$ cat config.mk
export PLATFORM = sky130hd
export DESIGN_NAME = contador_ctrl_flat
export DESIGN_NICKNAME = d
export VERILOG_FILES = /design/src/rtl/contador_ctrl_if.sv /design/src/rtl/contador_ctrl.sv /design/src/flat_wrapper.sv
export SDC_FILE = /design/constraint.sdc
export NUM_CORES = 1
export LEC_CHECK = 0
export ABC_AREA = 1
export CAP_MARGIN = 20
export CELL_PAD_IN_SITES_DETAIL_PLACEMENT = 1
export CELL_PAD_IN_SITES_GLOBAL_PLACEMENT = 1
export CORE_ASPECT_RATIO = 0.75
export CORE_MARGIN = 3
export CORE_UTILIZATION = 30
export DETAILED_ROUTE_END_ITERATION = 10
export GPL_ROUTABILITY_DRIVEN = 1
export PLACE_DENSITY = 0.92
export SYNTH_ARGS = -nofsm -noshare
export SYNTH_HDL_FRONTEND = slang
export SYNTH_SLANG_ARGS = --single-unit
$ cat constraint.sdc
create_clock -name clk -period 2.65 [get_ports clk]
set_clock_uncertainty 0.15 [all_clocks]
set_input_delay 0.3975 -clock clk [delete_from_list [all_inputs] [get_ports clk]]
set_output_delay 0.3975 -clock clk [all_outputs]
set_load 0.005 [all_outputs]
$ cat src/rtl/contador_ctrl_if.sv
// Bundle of the requester handshakes, the counter-facing signals and job status
// for contador_ctrl. The slave side is the controller; the master side is the client.
interface contador_ctrl_if #(
    parameter int LW = 4
);
    logic          req0_valid;
    logic          req1_valid;
    logic          req0_ready;
    logic          req1_ready;
    logic [1:0]    req0_mode;
    logic [1:0]    req1_mode;
    logic [3:0]    req0_d;
    logic [3:0]    req1_d;
    logic [LW-1:0] req0_len;
    logic [LW-1:0] req1_len;
    logic          req0_stop_rco;
    logic          req1_stop_rco;
    logic          cnt_rco;
    logic [3:0]    cnt_Q;
    logic          enable;
    logic [1:0]    mode;
    logic [3:0]    D;
    logic          busy;
    logic          owner;
    logic          done;
    logic          done_id;
    logic [3:0]    done_q;

    modport master (
        output req0_valid, req1_valid, req0_mode, req1_mode, req0_d, req1_d,
               req0_len, req1_len, req0_stop_rco, req1_stop_rco, cnt_rco, cnt_Q,
        input  req0_ready, req1_ready, enable, mode, D, busy, owner, done,
               done_id, done_q
    );

    modport slave (
        input  req0_valid, req1_valid, req0_mode, req1_mode, req0_d, req1_d,
               req0_len, req1_len, req0_stop_rco, req1_stop_rco, cnt_rco, cnt_Q,
        output req0_ready, req1_ready, enable, mode, D, busy, owner, done,
               done_id, done_q
    );
endinterface

$ cat src/rtl/contador_ctrl.sv
// Job sequencer for the contadorA counter: round-robin grant between two
// requesters, then LOAD -> RUN (len cycles or early rco stop) -> DONE.
module contador_ctrl #(
    parameter int LW = 4
) (
    input logic            clk,
    input logic            reset,
    contador_ctrl_if.slave bus
);
    typedef enum logic [1:0] {IDLE, LOAD, RUN, DONE} state_t;

    state_t        state_q, state_d;
    logic          ptr_q, ptr_d;
    logic          owner_q, owner_d;
    logic          stop_q, stop_d;
    logic [1:0]    mode_q, mode_d;
    logic [3:0]    d_q, d_d;
    logic [LW-1:0] len_q, len_d;
    logic [LW-1:0] rem_q, rem_d;

    logic          gnt1;
    logic          xfer;
    logic          rco_stop;

    // Requester 1 wins when it is the only one asking, or when both ask and ptr favours it.
    always_comb begin
        gnt1     = bus.req1_valid & (~bus.req0_valid | ptr_q);
        xfer     = (state_q == IDLE) & (bus.req0_valid | bus.req1_valid);
        rco_stop = (state_q == RUN) & stop_q & bus.cnt_rco;
    end

    always_comb begin
        state_d = state_q;
        ptr_d   = ptr_q;
        owner_d = owner_q;
        stop_d  = stop_q;
        mode_d  = mode_q;
        d_d     = d_q;
        len_d   = len_q;
        rem_d   = rem_q;
        case (state_q)
            IDLE: begin
                if (xfer) begin
                    owner_d = gnt1;
                    mode_d  = gnt1 ? bus.req1_mode     : bus.req0_mode;
                    d_d     = gnt1 ? bus.req1_d        : bus.req0_d;
                    len_d   = gnt1 ? bus.req1_len      : bus.req0_len;
                    stop_d  = gnt1 ? bus.req1_stop_rco : bus.req0_stop_rco;
                    state_d = LOAD;
                end
            end
            LOAD: begin
                rem_d   = len_q;
                state_d = (len_q == '0) ? DONE : RUN;
            end
            RUN: begin
                rem_d = rem_q - LW'(1);
                if (rco_stop || rem_q == LW'(1)) begin
                    state_d = DONE;
                end
            end
            DONE: begin
                ptr_d   = ~owner_q;
                state_d = IDLE;
            end
            default: state_d = IDLE;
        endcase
    end

    always_ff @(posedge clk) begin
        if (reset) begin
            state_q <= IDLE;
            ptr_q   <= 1'b0;
            owner_q <= 1'b0;
            stop_q  <= 1'b0;
            mode_q  <= '0;
            d_q     <= '0;
            len_q   <= '0;
            rem_q   <= '0;
        end else begin
            state_q <= state_d;
            ptr_q   <= ptr_d;
            owner_q <= owner_d;
            stop_q  <= stop_d;
            mode_q  <= mode_d;
            d_q     <= d_d;
            len_q   <= len_d;
            rem_q   <= rem_d;
        end
    end

    // Every output is forced low while reset is asserted, even before the first edge.
    always_comb begin
        bus.req0_ready = 1'b0;
        bus.req1_ready = 1'b0;
        bus.enable     = 1'b0;
        bus.mode       = 2'b00;
        bus.D          = 4'b0000;
        bus.busy       = 1'b0;
        bus.owner      = 1'b0;
        bus.done       = 1'b0;
        bus.done_id    = 1'b0;
        bus.done_q     = 4'b0000;
        if (!reset) begin
            bus.req0_ready = xfer & ~gnt1;
            bus.req1_ready = xfer & gnt1;
            bus.busy       = (state_q != IDLE);
            bus.owner      = owner_q;
            case (state_q)
                LOAD: begin
                    bus.enable = 1'b1;
                    bus.mode   = 2'b11;
                    bus.D      = d_q;
                end
                RUN: begin
                    bus.enable = ~rco_stop;
                    bus.mode   = mode_q;
                    bus.D      = d_q;
                end
                DONE: begin
                    bus.done    = 1'b1;
                    bus.done_id = owner_q;
                    bus.done_q  = bus.cnt_Q;
                end
                default: ;
            endcase
        end
    end
endmodule

$ cat src/flat_wrapper.sv
// flat-port wrapper written by rule: the top's interface ports become plain ports
module contador_ctrl_flat 
#(
    parameter int LW = 4
)
  (clk, reset, bus_req0_valid, bus_req1_valid, bus_req0_mode, bus_req1_mode, bus_req0_d, bus_req1_d, bus_req0_len, bus_req1_len, bus_req0_stop_rco, bus_req1_stop_rco, bus_cnt_rco, bus_cnt_Q, bus_req0_ready, bus_req1_ready, bus_enable, bus_mode, bus_D, bus_busy, bus_owner, bus_done, bus_done_id, bus_done_q);
  contador_ctrl_if #(.LW(LW)) bus_i ();
  input logic clk;
  input logic reset;
  input wire logic [$bits(bus_i.req0_valid)-1:0] bus_req0_valid;
  input wire logic [$bits(bus_i.req1_valid)-1:0] bus_req1_valid;
  input wire logic [$bits(bus_i.req0_mode)-1:0] bus_req0_mode;
  input wire logic [$bits(bus_i.req1_mode)-1:0] bus_req1_mode;
  input wire logic [$bits(bus_i.req0_d)-1:0] bus_req0_d;
  input wire logic [$bits(bus_i.req1_d)-1:0] bus_req1_d;
  input wire logic [$bits(bus_i.req0_len)-1:0] bus_req0_len;
  input wire logic [$bits(bus_i.req1_len)-1:0] bus_req1_len;
  input wire logic [$bits(bus_i.req0_stop_rco)-1:0] bus_req0_stop_rco;
  input wire logic [$bits(bus_i.req1_stop_rco)-1:0] bus_req1_stop_rco;
  input wire logic [$bits(bus_i.cnt_rco)-1:0] bus_cnt_rco;
  input wire logic [$bits(bus_i.cnt_Q)-1:0] bus_cnt_Q;
  output wire logic [$bits(bus_i.req0_ready)-1:0] bus_req0_ready;
  output wire logic [$bits(bus_i.req1_ready)-1:0] bus_req1_ready;
  output wire logic [$bits(bus_i.enable)-1:0] bus_enable;
  output wire logic [$bits(bus_i.mode)-1:0] bus_mode;
  output wire logic [$bits(bus_i.D)-1:0] bus_D;
  output wire logic [$bits(bus_i.busy)-1:0] bus_busy;
  output wire logic [$bits(bus_i.owner)-1:0] bus_owner;
  output wire logic [$bits(bus_i.done)-1:0] bus_done;
  output wire logic [$bits(bus_i.done_id)-1:0] bus_done_id;
  output wire logic [$bits(bus_i.done_q)-1:0] bus_done_q;
  assign bus_i.req0_valid = bus_req0_valid;
  assign bus_i.req1_valid = bus_req1_valid;
  assign bus_i.req0_mode = bus_req0_mode;
  assign bus_i.req1_mode = bus_req1_mode;
  assign bus_i.req0_d = bus_req0_d;
  assign bus_i.req1_d = bus_req1_d;
  assign bus_i.req0_len = bus_req0_len;
  assign bus_i.req1_len = bus_req1_len;
  assign bus_i.req0_stop_rco = bus_req0_stop_rco;
  assign bus_i.req1_stop_rco = bus_req1_stop_rco;
  assign bus_i.cnt_rco = bus_cnt_rco;
  assign bus_i.cnt_Q = bus_cnt_Q;
  assign bus_req0_ready = bus_i.req0_ready;
  assign bus_req1_ready = bus_i.req1_ready;
  assign bus_enable = bus_i.enable;
  assign bus_mode = bus_i.mode;
  assign bus_D = bus_i.D;
  assign bus_busy = bus_i.busy;
  assign bus_owner = bus_i.owner;
  assign bus_done = bus_i.done;
  assign bus_done_id = bus_i.done_id;
  assign bus_done_q = bus_i.done_q;
  contador_ctrl #(.LW(LW)) u_core (.clk(clk), .reset(reset), .bus(bus_i));
endmodule
==> out/results.tsv <==
stage	metric	value	unit
cts	total CTS buffers	3	
cts	clock-pin slew on the worst setup and hold paths	0.07	ns
critical_path	crit path capture type	output pin	
synth	Synth cell types	18	
die	Core Footprint	3490	um2
cells_and_area	register area	383	um2
critical_path	Startpoint Class	input pin	
synth	Synth Area per Inst	6.27	um2
critical_path	WP data required	2.10	ns
placed_design	DP Wirelength	3.00	mm
hold_path	HP Class	flop to flop	
cts	CTS sink count	19	
power	Clk pwr share	0.144	
power	Leakage	0.795	nW
cells_and_area	Area Growth Syn to Fin	50.7	%
synth	Synth Net Count	222	
cts	clk_lat worst skew	0.26	ns
routing	Total Wirelength	3.74	mm
die	die width	77.8	um
sta	WHS	0.343	ns
global_route	vias in the first global route	1412	
global_route	global-route wire length before repair	6.56	mm
die	die area	4660	um2
cts	maximum root-to-sink buffer count	2	
routing	WL/cell	13.1	um
cts	CTS H-tree lvls	1	
run	max-cap violations	0	
cts	CTS Hold Buffers Added	0	
global_route	total track usage	0.176	
critical_path	Crit Path Category	input pin to output pin	
critical_path	crit path DAT	2.00	ns
global_route	global route overflow	0	
die	DIE HEIGHT	59.9	um
sta	RSZ-0062 raised after global routing	true	
sta	Worst Tran Pin Value	0.262	ns
placed_design	post-placement cell area	1690	um2
power	Max IR drop VDD	0.367	mV
cells_and_area	most frequent cells in the layout	nand2_1 (58), clkdlybuf4s50_1 (46), nor2_1 (23), nand3_1 (23), inv_1 (21)	
sta	Final Cycle Share	0.960	
sta	fin. max-slew vios	0	
routing	initial detailed-routing violation count	86	
cells_and_area	Multi-input gate area	653	um2
power	total power	0.00142	W
cells_and_area	Final Cell Area	1750	um2
power	P_int	0.000808	W
cts	Post-CTS Setup Repair Bufs	0	
synth	Syn. warnings	0	
routing	DRC Markers	0	
status	status	complete, no violations	
power	sequential cell fraction of total power	0.307	
sta	final hold violations	0	
sta	Final WS setup	0.106	ns
placed_design	GP Congestion	0.813	
cells_and_area	commonest non-fill, non-tap cell in the layout	nand2_1	
cells_and_area	fillcell total	471	
die	Initial Util	0.332	
routing	Routed Antenna Nets	0	
routing	via-per-instance ratio	4.74	
synth	register area share after synthesis	0.328	
cells_and_area	diode count	0	
synth	Syn Inst Count	185	
cts	post-CTS sizing	0	
sta	relative slew slack	0.825	
global_route	initial antenna violation count	0	
sta	Finish-stage setup viols	0	
placed_design	Place WS	0.142	ns
die	Top Ports	48	
sta	Final min period	2.54	ns
routing	router iterations before antenna repair	4	
cells_and_area	Net count, final	273	
power	switching share of total power	0.433	
routing	routed vias	1350	
die	# rows	18	
cells_and_area	layout cells sized above 1	0.0894	
sta	Max Clock Freq	393	MHz
cts	TritonCTS clock tree	yes	
placed_design	IO buf count	47	
power	P_sw	0.000617	W
synth	synthesized area	1160	um2
global_route	largest net degree at the start of global routing	13	
power	power per cell area	815	nW/um2
synth	post-synthesis register bit count	19	
cts	root buf cell	clkbuf_8	
power	Comb power frac	0.548	
critical_path	Critical Path Fanout Max	7	
[flip-flops by register name, indices dropped and copies added, names as in the netlist]
register and count:
u_core.d_q 4, u_core.len_q 4, u_core.mode_q 2, u_core.owner_q 1, u_core.ptr_q 1, u_core.rem_q 4
u_core.state_q 2, u_core.stop_q 1
[metal layers]
metal	vias to the layer above	wire (um)	GRT usage
met2	45	1630	0.277
met1	628	1860	0.247
met5	-	0	0
met4	0	6	0.0228
li1	675	-	-
met3	2	245	0.0467
[critical path, stage by stage]
cell             delay, ns
clkdlybuf4s50_1       0.48
nand2_1               0.11
nand2_2               0.09
nor2_4                0.15
nand2_1               0.10
inv_2                 0.14
clkdlybuf4s50_1       0.52
[cells by family (layout without fill, tap and decap cells)]
logic type / Yosys count / after routing / share of synthesized area
and+or+nand+nor: 109 / 109 / 0.393
buffers and inverters: 30 / 80 / 0.115
AOI/OAI and AO/OA: 21 / 21 / 0.0992
DFF: 19 / 19 / 0.328
adders and majority gates: 6 / 6 / 0.0647
[path summary, 6_finish.rpt]
kind | slack [ns] | start | end | cells past startpoint
hold reg to reg | 0.34 | u_core.rem_q[3] | u_core.rem_q[3] | 2
setup reg to reg | 1.03 | u_core.state_q[0] | u_core.d_q[1] | 9
setup / recovery | 0.11 | bus_req0_valid | bus_req1_ready | 7
hold / removal | 0.34 | u_core.rem_q[3] | u_core.rem_q[3] | 2
[power by group through the flow]
stage	clock (W)	sequential [W]	combinational [W]
after CTS	0.000214	0.000434	0.000775
after detailed placement	0	0.000442	0.000767
after global routing	0.000225	0.000450	0.000905
final	0.000205	0.000438	0.000781
after floorplan	0	0.000421	0.000506
after global placement	0	0.000436	0.000741
[cells in the mapped netlist, drive strengths merged]
cell | number | share of area
buf | 6 | 0.038
dfxtp | 19 | 0.33
nand2 | 59 | 0.19
o211ai | 1 | 0.0065
ha | 6 | 0.065
nand3 | 23 | 0.099
inv | 23 | 0.074
clkbuf | 1 | 0.0032
nor2 | 27 | 0.10
o21ai | 10 | 0.046
a21oi | 10 | 0.046
[metrics by stage]
| stage | TNS, ns | instances | utilization |
|---|---|---|---|
| 4_1_cts | 0 | 285 | 0.497 |
| 3_3_place_gp | 0 | 281 | 0.484 |
| 2_1_floorplan | 0 | 185 | - |
| 5_1_grt | -0.0401 | 285 | 0.501 |
| 6_report | 0 | 285 | 0.501 |
| 3_5_place_dp | 0 | 281 | 0.484 |
[final cells by class]
type	instances	share of cell area
Clock buffer	4	0.0258
Inverter	23	0.0494
Multi-Input combinational cell	136	0.374
Sequential cell	19	0.219
Tap cell	50	0.0358
Timing Repair Buffer	53	0.296
(Power assumes the default switching activity.)
